File: src/rtl/mux_rr_arbiter.sv
// Round-robin arbiter and sequencer for a stallable N-to-1 registered mux.
// Locks the grant for multi-beat packets and force-releases after MAX_BEATS beats.
module mux_rr_arbiter #(
    parameter int unsigned N         = 4,
    parameter int unsigned MAX_BEATS = 16,
    localparam int unsigned CW       = $clog2(N),
    localparam int unsigned BW       = $clog2(MAX_BEATS + 1)
) (
    input  logic          clk,
    input  logic          rst_n,
    input  logic [N-1:0]  req_valid,
    input  logic [N-1:0]  req_last,
    output logic [N-1:0]  req_ready,
    output logic [CW-1:0] mux_sel,
    output logic          mux_stall,
    output logic          out_valid,
    output logic          out_last,
    input  logic          out_ready,
    output logic [N-1:0]  grant,
    output logic          burst_overrun
);

    typedef enum logic {
        IDLE = 1'b0,
        BUSY = 1'b1
    } state_t;

    state_t        state_q, state_d;
    logic [N-1:0]  grant_q, grant_d;
    logic [CW-1:0] sel_q, sel_d;
    logic [CW-1:0] ptr_q, ptr_d;
    logic [BW-1:0] cnt_q, cnt_d;
    logic          ov_q, ov_d;
    logic          ol_q, ol_d;
    logic          bo_q, bo_d;

    logic          stall;
    logic          fire;
    logic          owner_last;
    logic          win_found;
    logic [CW-1:0] win_idx;

    assign stall      = ov_q & ~out_ready;
    assign owner_last = req_last[sel_q];
    assign fire       = (state_q == BUSY) & ~stall & req_valid[sel_q];

    // First requester at or above ptr, wrapping past N-1 back to 0.
    always_comb begin
        win_found = 1'b0;
        win_idx   = '0;
        for (int unsigned i = 0; i < N; i++) begin
            int unsigned cand;
            cand = (32'(ptr_q) + i) % N;
            if (!win_found && req_valid[cand]) begin
                win_found = 1'b1;
                win_idx   = CW'(cand);
            end
        end
    end

    always_comb begin
        req_ready = '0;
        if (state_q == BUSY && !stall) begin
            req_ready[sel_q] = 1'b1;
        end
    end

    always_comb begin
        state_d = state_q;
        grant_d = grant_q;
        sel_d   = sel_q;
        ptr_d   = ptr_q;
        cnt_d   = cnt_q;
        ov_d    = ov_q;
        ol_d    = ol_q;
        bo_d    = 1'b0;

        if (!stall) begin
            ov_d = fire;
            ol_d = fire & owner_last;
        end

        case (state_q)
            IDLE: begin
                if (win_found) begin
                    grant_d          = '0;
                    grant_d[win_idx] = 1'b1;
                    sel_d            = win_idx;
                    cnt_d            = '0;
                    state_d          = BUSY;
                end
            end
            BUSY: begin
                if (fire) begin
                    cnt_d = cnt_q + BW'(1);
                    if (owner_last || cnt_q == BW'(MAX_BEATS - 1)) begin
                        bo_d    = ~owner_last;
                        grant_d = '0;
                        ptr_d   = (sel_q == CW'(N - 1)) ? '0 : sel_q + CW'(1);
                        state_d = IDLE;
                    end
                end
            end
            default: state_d = IDLE;
        endcase
    end

    always_ff @(posedge clk or negedge rst_n) begin
        if (!rst_n) begin
            state_q <= IDLE;
            grant_q <= '0;
            sel_q   <= '0;
            ptr_q   <= '0;
            cnt_q   <= '0;
            ov_q    <= 1'b0;
            ol_q    <= 1'b0;
            bo_q    <= 1'b0;
        end else begin
            state_q <= state_d;
            grant_q <= grant_d;
            sel_q   <= sel_d;
            ptr_q   <= ptr_d;
            cnt_q   <= cnt_d;
            ov_q    <= ov_d;
            ol_q    <= ol_d;
            bo_q    <= bo_d;
        end
    end

    assign mux_sel       = sel_q;
    assign mux_stall     = stall;
    assign out_valid     = ov_q;
    assign out_last      = ol_q;
    assign grant         = grant_q;
    assign burst_overrun = bo_q;

endmodule

File: config.mk
export PLATFORM = sky130hd
export DESIGN_NAME = mux_rr_arbiter
export DESIGN_NICKNAME = d
export VERILOG_FILES = /design/src/rtl/mux_rr_arbiter.sv
export SDC_FILE = /design/constraint.sdc
export NUM_CORES = 1
export LEC_CHECK = 0
export CORE_UTILIZATION = 47
export DETAILED_ROUTE_END_ITERATION = 16
export GPL_ROUTABILITY_DRIVEN = 0
export PLACE_DENSITY_LB_ADDON = 0.2
export SLEW_MARGIN = 20
export SYNTH_ARGS = -nofsm -noshare
export SYNTH_HDL_FRONTEND = slang
export SYNTH_SLANG_ARGS = --single-unit
File: constraint.sdc
create_clock -name clk -period 2.1 [get_ports clk]
set_input_delay 0.63 -clock clk [delete_from_list [all_inputs] [get_ports clk]]
set_output_delay 0.63 -clock clk [all_outputs]
set_load 0.03 [all_outputs]
==> results of run 1 <==
[worst min path at each step]
stage,startpoint,end,slack (ns),depth (start not counted)
after floorplan,rst_n,burst_overrun$_DFF_PN0_,0.33,0
after global placement,out_last$_DFFE_PN0N_,out_last$_DFFE_PN0N_,0.46,2
after detailed placement,cnt_q[3]$_DFFE_PN0P_,cnt_q[3]$_DFFE_PN0P_,0.48,1
after CTS,cnt_q[3]$_DFFE_PN0P_,cnt_q[3]$_DFFE_PN0P_,0.50,1
after global routing,cnt_q[3]$_DFFE_PN0P_,cnt_q[3]$_DFFE_PN0P_,0.51,1
final,cnt_q[3]$_DFFE_PN0P_,cnt_q[3]$_DFFE_PN0P_,0.49,1
[flip-flops by register name (all words and copies together), names as in the netlist]
name and flops:
cnt_q 5, grant 4, mux_sel 2, ptr_q 2, burst_overrun 1, out_last 1, out_valid 1, state_q 1
[routing by layer]
| layer | track usage (%) | wire (µm) | part of all wire [%] | vias up |
|---|---|---|---|---|
| met5 | 0 | 0 | 0 | - |
| met4 | 6.29 | 21 | 0.95 | 0 |
| met3 | 5.38 | 89 | 4.0 | 4 |
| met2 | 42.5 | 1170 | 53 | 30 |
| met1 | 25.9 | 918 | 42 | 412 |
| li1 | - | - | - | 411 |
[where the power goes]
group          switching (W)  leakage (nW)  total [W]  internal (W)
clock               0.000114        0.0139   0.000186     0.0000724
combinational       0.000608         0.410    0.00115      0.000539
sequential          0.000146         0.216   0.000601      0.000455
total               0.000868         0.640    0.00194       0.00107
[repair_timing]
action / CTS / global route
resized for setup: 11 / 1
gates cloned: 0 / 0
pin swaps: 1 / 0
endpoints found under the setup margin: 7 / 2
buffers inserted: 1 / 0
[layout by cell type (no fill, tap or decap), types with 3 or more instances in the layout]
cell type / n
buf_4: 15
and3_1: 3
o32ai_1: 4
ha_1: 6
dlygate4sd2_1: 3
clkdlybuf4s50_1: 16
dfrtp_1: 16
buf_6: 4
nand3_1: 4
nor2_1: 3
clkbuf_4: 3
inv_1: 9
a21oi_1: 4
nand2_1: 9
o21ai_0: 6
[cell families after synthesis]
kind of cell | after synthesis | share of synthesized area, %
muxes | 5 | 8.92
and+or+nand+nor | 32 | 19.0
DFF | 17 | 44.6
adders and majority gates | 6 | 7.87
AOI/OAI and AO/OA | 21 | 14.4
buffers and inverters | 12 | 5.12
[cell type report]
class                   count  share of cell area (%)
multi-input cells          64                    36.5
inverters                   9                    2.48
clock buffers               3                    1.65
flip-flops and latches     17                    31.3
well taps                  25                    2.30
repair buffers             38                    25.3
clock inverters             1                   0.551
[metrics by stage]
stage	setup slack, ns	hold slack [ns]	total power (W)	instance area, µm²
after CTS	0.0606	0.498	0.00194	1360
after global routing	0.0210	0.509	0.00207	1360
final	0.0792	0.493	0.00194	1360
after detailed placement	-0.139	0.477	0.00169	1290
after floorplan	0.271	0.334	0.00127	953
after global placement	-0.113	0.462	0.00165	1290
==> impl_metrics.ini, run 1 <==
[clocking]
holdBufCountCts = 0
cts_tree = done
numCtsBuffers = 3
insertion_delay_ns = 0.29
clock-root-buffer = clkbuf_4
clkTransAtPathRegs_ns = 0.11
htreeDepth = 1
cts.sinks = 17
ctsLongestPathBuffers = 2

[setup_path]
cp_top_family = buffers and inverters
path_depth = 1
critPathMaxStageDelay_ns = 0.69
r2r_start = mux_sel[0]$_DFFE_PN0P_
arrival_ns = 1.39
cp-start-kind = flop
slowest_stage = clkdlybuf4s50_1
endpoint = out_valid
critPathLaunch = out_valid$_DFFE_PN0N_
crit_fanout = 2
crit_chain = clkdlybuf4s50_1
cp.required_ns = 1.47
r2r_setup_slack_ns = 0.34
endpoint_kind = output pin
criticalPathCategory = flop to output pin
reg2reg_to = cnt_q[2]$_DFFE_PN0P_
r2r_cells = 6
crit_buf_inv = 1

[layout]
fin_nets = 150
syn_to_final_growth_pct = 42.9
diodes = 0
final_layout_size_suffix_gt1_share_pct = 26.5
fillers = 136
regArea_um2 = 427
multiInputGateArea_um2 = 497
instances_no_fill = 157
final_core_util_pct = 74.8

[synthesis]
ys_seq_elements = 17
synth_common_cells = dfrtp_1, inv_1, nand2_1
netlist_area_um2 = 953
synthCells = 93
synth_most_common_cell = dfrtp_1
synth.top_cell.area_share_pct = 44.6
synth-async-reset-ratio_pct = 100
synth_seq_area_share_pct = 44.6
synthTopCellsByArea = dfrtp_1, ha_1, mux4_2
synth_cell_types = 28
synth_edf_count = 0
synthFlopType = dfrtp_1
syn_avg_cell_area_um2 = 10.3
synth_top_area_cell = dfrtp_1
synth_warnings = 0
syn-num-nets = 110

[outcome]
status = complete, no violations

[place]
hpwl_um = 1580
placed_cells = 152
port_buffers = 24

[grt]
grt_overflow = 0
antenna_found_initial = 0
grt_max_degree = 18
grt_use_total_pct = 22.8
grt_pass1_wl_um = 3430
grt_pass1_vias = 825

[routing]
first_iter_violations = 16
antenna_left = 0
vias_per_cell = 5.46
drt-total-wl_um = 2200
drcViolationCount = 0
num_vias = 857
dr.pass1.iters = 4
wl_per_cell_um = 14.0

[sta]
maxSlewHeadroom_pct = 77.0
tightestPinTransition_ns = 0.343
finalCritPeriodShare_pct = 96.2
final_hold_viol_count = 0
max_freq_mhz = 495
setup_viol = 0
rsz0062_at_grt = false
finalSetupTns_ns = 0
fin_skew_ns = 0.000976
min_period_ns = 2.02
slew_violations = 0

[pwr]
power.leakage_nw = 0.640
p_per_area_nw_per_um2 = 1420
peakVddDrop_v = 0.000959

[floorplan]
start_util_pct = 52.4
ioPinCount = 25
die_h_um = 47.0
die_area_um2 = 2210
rows = 15
die_width_um = 47.0
design.core.area_um2 = 1820

[hold_path]
min_path_type = flop to flop

[run]
drv_cap = 0
No activity file was read; power rests on OpenSTA's default activity.
==> inputs of run 2 (changes only) <==
- CORE_UTILIZATION: 47 -> 25
- GPL_ROUTABILITY_DRIVEN: 0 -> not set
==> impl_metrics.ini, run 2 (same netlist as run 1, synthesis figures left out) <==
[outcome]
status = complete, no violations

[floorplan]
start_util_pct = 26.0
ioPinCount = 25
design.core.area_um2 = 3660
rows = 22
die_h_um = 63.8
die_area_um2 = 4060
die_width_um = 63.8

[pwr]
power.leakage_nw = 0.634
seqPwrFrac_pct = 31.4
switching_share_pct = 43.5
p_int_w = 0.00110
combPwrFrac_pct = 56.0
p_per_area_nw_per_um2 = 1410
clkPwrFrac_pct = 12.5
power.total_w = 0.00195
peakVddDrop_v = 0.000549
p_sw_w = 0.000847

[sta]
min_period_ns = 1.99
finalCritPeriodShare_pct = 94.6
setup_viol = 0
slew_violations = 0
tightestPinTransition_ns = 0.382
rsz0062_at_grt = false
maxSlewHeadroom_pct = 74.3
max_freq_mhz = 503
fin_skew_ns = 0.00114
fin_hold_ws_ns = 0.477
final_hold_viol_count = 0

[clocking]
clkTransAtPathRegs_ns = 0.07
clock-root-buffer = clkbuf_8
insertion_delay_ns = 0.25
cts_tree = done
cts.sinks = 17
htreeDepth = 1
numCtsBuffers = 3
ctsLongestPathBuffers = 2

[layout]
largest_reg_flops = 5
mostFrequentLayoutCells = dfrtp_1, clkdlybuf4s50_1, buf_4
diodes = 0
fin_nets = 147
largest_register = cnt_q
final_layout_size_suffix_gt1_share_pct = 24.0
syn_to_final_growth_pct = 45.4

[routing]
drcViolationCount = 0
first_iter_violations = 23
dr.pass1.iters = 4
vias_per_cell = 4.54
num_vias = 804
drt-total-wl_um = 2130
antenna_left = 0
wl_per_cell_um = 12.0

[setup_path]
cp-start-kind = flop
cp.required_ns = 1.47
arrival_ns = 1.36
endpoint_kind = output pin
criticalPathCategory = flop to output pin
crit_fanout = 7

[place]
hpwl_um = 1570
gp_congestion = 0.736
port_buffers = 24

[grt]
grt_max_degree = 18
antenna_found_initial = 0
grt_pass1_wl_um = 3710
grt_overflow = 0
grt_use_total_pct = 12.0
grt_pass1_vias = 800

[hold_path]
min_path_type = flop to flop

[run]
drv_cap = 0
## run 2: worst paths after layout
kind,from,to,slack [ns],cells after the start
max,mux_sel[1]$_DFFE_PN0P_,req_ready[0],0.11,4
min,cnt_q[3]$_DFFE_PN0P_,cnt_q[3]$_DFFE_PN0P_,0.48,1
max reg2reg,mux_sel[0]$_DFFE_PN0P_,ptr_q[0]$_DFFE_PN0P_,0.43,4
min reg2reg,cnt_q[3]$_DFFE_PN0P_,cnt_q[3]$_DFFE_PN0P_,0.48,1
max in group asynchronous,rst_n,mux_sel[0]$_DFFE_PN0P_,1.19,2
min in group asynchronous,rst_n,cnt_q[2]$_DFFE_PN0P_,0.70,2
## run 2: layout make-up
class,instances,area (µm²)
clock buffers,4,45.0
fillers,386,2270
inverters,9,33.8
multi-input cells,64,499
flip-flops and latches,17,427
well taps,48,60.1
repair buffers,35,322
## run 2: layer usage
layer  routed length, µm  track usage, %
met5                   0               0
met4                  39            5.11
met3                  86            3.04
met2                 956            18.1
met1                1040            16.3
## run 2: critical path, cell delays in order (launching register included)
cell and delay [ns]:
dfrtp_1 0.49, inv_1 0.11, ha_1 0.19, and3_1 0.17, buf_6 0.13
## run 2: timing repair
| item | in CTS | in global routing |
|---|---|---|
| endpoints found under the setup margin | 7 | 8 |
| setup buffers | 1 | 0 |
| hold buffers | 0 | 0 |
| pin swaps | 1 | 0 |
| gates resized for setup | 10 | 2 |
## run 2: power groups by stage
stage	Sequential [W]	Combinational, W	Clock [W]
after floorplan	0.000692	0.000579	0
after global placement	0.000606	0.00103	0
after detailed placement	0.000607	0.00105	0
after CTS	0.000609	0.00109	0.000250
after global routing	0.000637	0.00120	0.000265
final	0.000612	0.00109	0.000244
## run 2: metrics by stage
step           util (%)  std cells  instance area (µm²)  TNS (ns)  setup WS, ns
2_1_floorplan         -         93                  953         0         0.271
3_3_place_gp       35.5        172                 1300     -1.49        -0.140
3_5_place_dp       35.5        172                 1300     -1.90        -0.152
4_1_cts            37.8        177                 1380         0        0.0313
5_1_grt            37.9        177                 1390         0        0.0459
6_report           37.9        177                 1390         0         0.114
==> inputs of run 3 (changes only) <==
- PLACE_DENSITY_LB_ADDON: 0.2 -> not set
- SLEW_MARGIN: 20 -> not set
==> impl_metrics.ini, run 3 (same netlist as run 1, synthesis figures left out) <==
[layout]
mostFrequentLayoutCells = dfrtp_1, clkdlybuf4s50_1, buf_4
final_layout_size_suffix_gt1_share_pct = 26.2
syn_to_final_growth_pct = 48.4
fin_nets = 148
largest_reg_flops = 5
diodes = 0
layout_commonest_cell = dfrtp_1
final_core_util_pct = 38.7
largest_register = cnt_q

[sta]
max_freq_mhz = 498
tightestPinTransition_ns = 0.307
final_hold_viol_count = 0
maxSlewHeadroom_pct = 79.4
setup_viol = 0
rsz0062_at_grt = false
fin_skew_ns = 0.00347
finalCritPeriodShare_pct = 95.5
slew_violations = 0
min_period_ns = 2.01
fin_hold_ws_ns = 0.482

[routing]
first_iter_violations = 15
drt-total-wl_um = 2130
drcViolationCount = 0
num_vias = 822
dr.pass1.iters = 4
wl_per_cell_um = 12.0
antenna_left = 0
vias_per_cell = 4.62

[clocking]
cts_tree = done
ctsLongestPathBuffers = 2
holdBufCountCts = 0
numCtsBuffers = 3
insertion_delay_ns = 0.24
clkTransAtPathRegs_ns = 0.06
cts.sinks = 17
htreeDepth = 1
clock-root-buffer = clkbuf_8

[setup_path]
cp-start-kind = primary input
endpoint_kind = flop
r2r_cells = 5
crit_fanout = 13
criticalPathCategory = primary input to flop
arrival_ns = 2.15
cp.required_ns = 2.25

[floorplan]
die_h_um = 63.8
die_width_um = 63.8
ioPinCount = 25
rows = 22
die_area_um2 = 4060
design.core.area_um2 = 3660
start_util_pct = 26.0

[run]
drv_cap = 0

[pwr]
p_int_w = 0.00113
combPwrFrac_pct = 57.6
switching_share_pct = 42.8
power.leakage_nw = 0.652
peakVddDrop_v = 0.000430
p_per_area_nw_per_um2 = 1400
seqPwrFrac_pct = 30.5
clkPwrFrac_pct = 11.9
p_sw_w = 0.000850

[grt]
grt_use_total_pct = 11.6
grt_pass1_vias = 806
grt_pass1_wl_um = 3670
grt_overflow = 0
antenna_found_initial = 0
grt_max_degree = 18

[place]
gp_congestion = 0.746
hpwl_um = 1590
port_buffers = 24

[hold_path]
hold_depth = 1
min_path_type = flop to flop

[outcome]
status = complete, no violations
-- run 3: cell types whose count changed in the layout (fill, tap and decap cells not counted), sizes merged --
cell / before / now
dlygate4sd2: 3 / 2
buf: 16 / 17
dlymetal6s2s: 0 / 1
-- run 3: power groups by stage --
stage	registers (W)	clock network, W	logic (W)
after floorplan	0.000692	0	0.000579
after global placement	0.000597	0	0.00105
after detailed placement	0.000602	0	0.00107
after CTS	0.000605	0.000245	0.00113
after global routing	0.000631	0.000266	0.00124
final	0.000604	0.000236	0.00114
-- run 3: layout make-up --
cell class	instances	area (µm²)
Tap cell	48	60.1
Clock buffer	4	45.0
Inverter	9	33.8
Fill cell	369	2250
Timing Repair Buffer	36	333
Multi-Input combinational cell	64	518
Sequential cell	17	425
-- run 3: per-layer routing --
metal | track usage (%) | vias up | part of all wire (%)
met5 | 0 | - | 0
met4 | 5.11 | 0 | 1.3
met3 | 2.86 | 2 | 4.6
met2 | 17.3 | 20 | 48
met1 | 15.6 | 398 | 46
li1 | - | 402 | -
-- run 3: critical path, stage by stage --
cell	delay (ns)
clkdlybuf4s50_1	0.50
mux4_2	0.52
nand3_4	0.12
buf_4	0.19
o211ai_1	0.11
o31ai_1	0.08
-- run 3: what timing repair did --
item / in CTS / in global routing
gates cloned: 0 / 0
endpoints found under the hold margin: 0 / 0
gates resized for setup: 11 / 4
pin swaps: 1 / 0
endpoints found under the setup margin: 6 / 12
buffers inserted: 1 / 0
-- run 3: final timing paths --
kind                                        start                      end  slack (ns)
max                                  req_valid[0]     cnt_q[3]$_DFFE_PN0P_        0.09
min                          cnt_q[3]$_DFFE_PN0P_     cnt_q[3]$_DFFE_PN0P_        0.48
max reg2reg                mux_sel[0]$_DFFE_PN0P_     ptr_q[0]$_DFFE_PN0P_        0.31
min reg2reg                  cnt_q[3]$_DFFE_PN0P_     cnt_q[3]$_DFFE_PN0P_        0.48
max in group asynchronous                   rst_n  burst_overrun$_DFF_PN0_        1.19
min in group asynchronous                   rst_n     grant[3]$_DFFE_PN0P_        0.71
-- run 3: per-stage QoR --
| step | cells | worst slack [ns] | setup TNS (ns) | power [W] | instance area [µm²] |
|---|---|---|---|---|---|
| after floorplan | 93 | 0.271 | 0 | 0.00127 | 953 |
| after CTS | 178 | 0.0114 | 0 | 0.00198 | 1400 |
| after global placement | 173 | -0.153 | -1.82 | 0.00164 | 1310 |
| after global routing | 178 | 0.00303 | 0 | 0.00214 | 1420 |
| after detailed placement | 173 | -0.180 | -2.61 | 0.00167 | 1310 |
| final | 178 | 0.0936 | 0 | 0.00198 | 1420 |
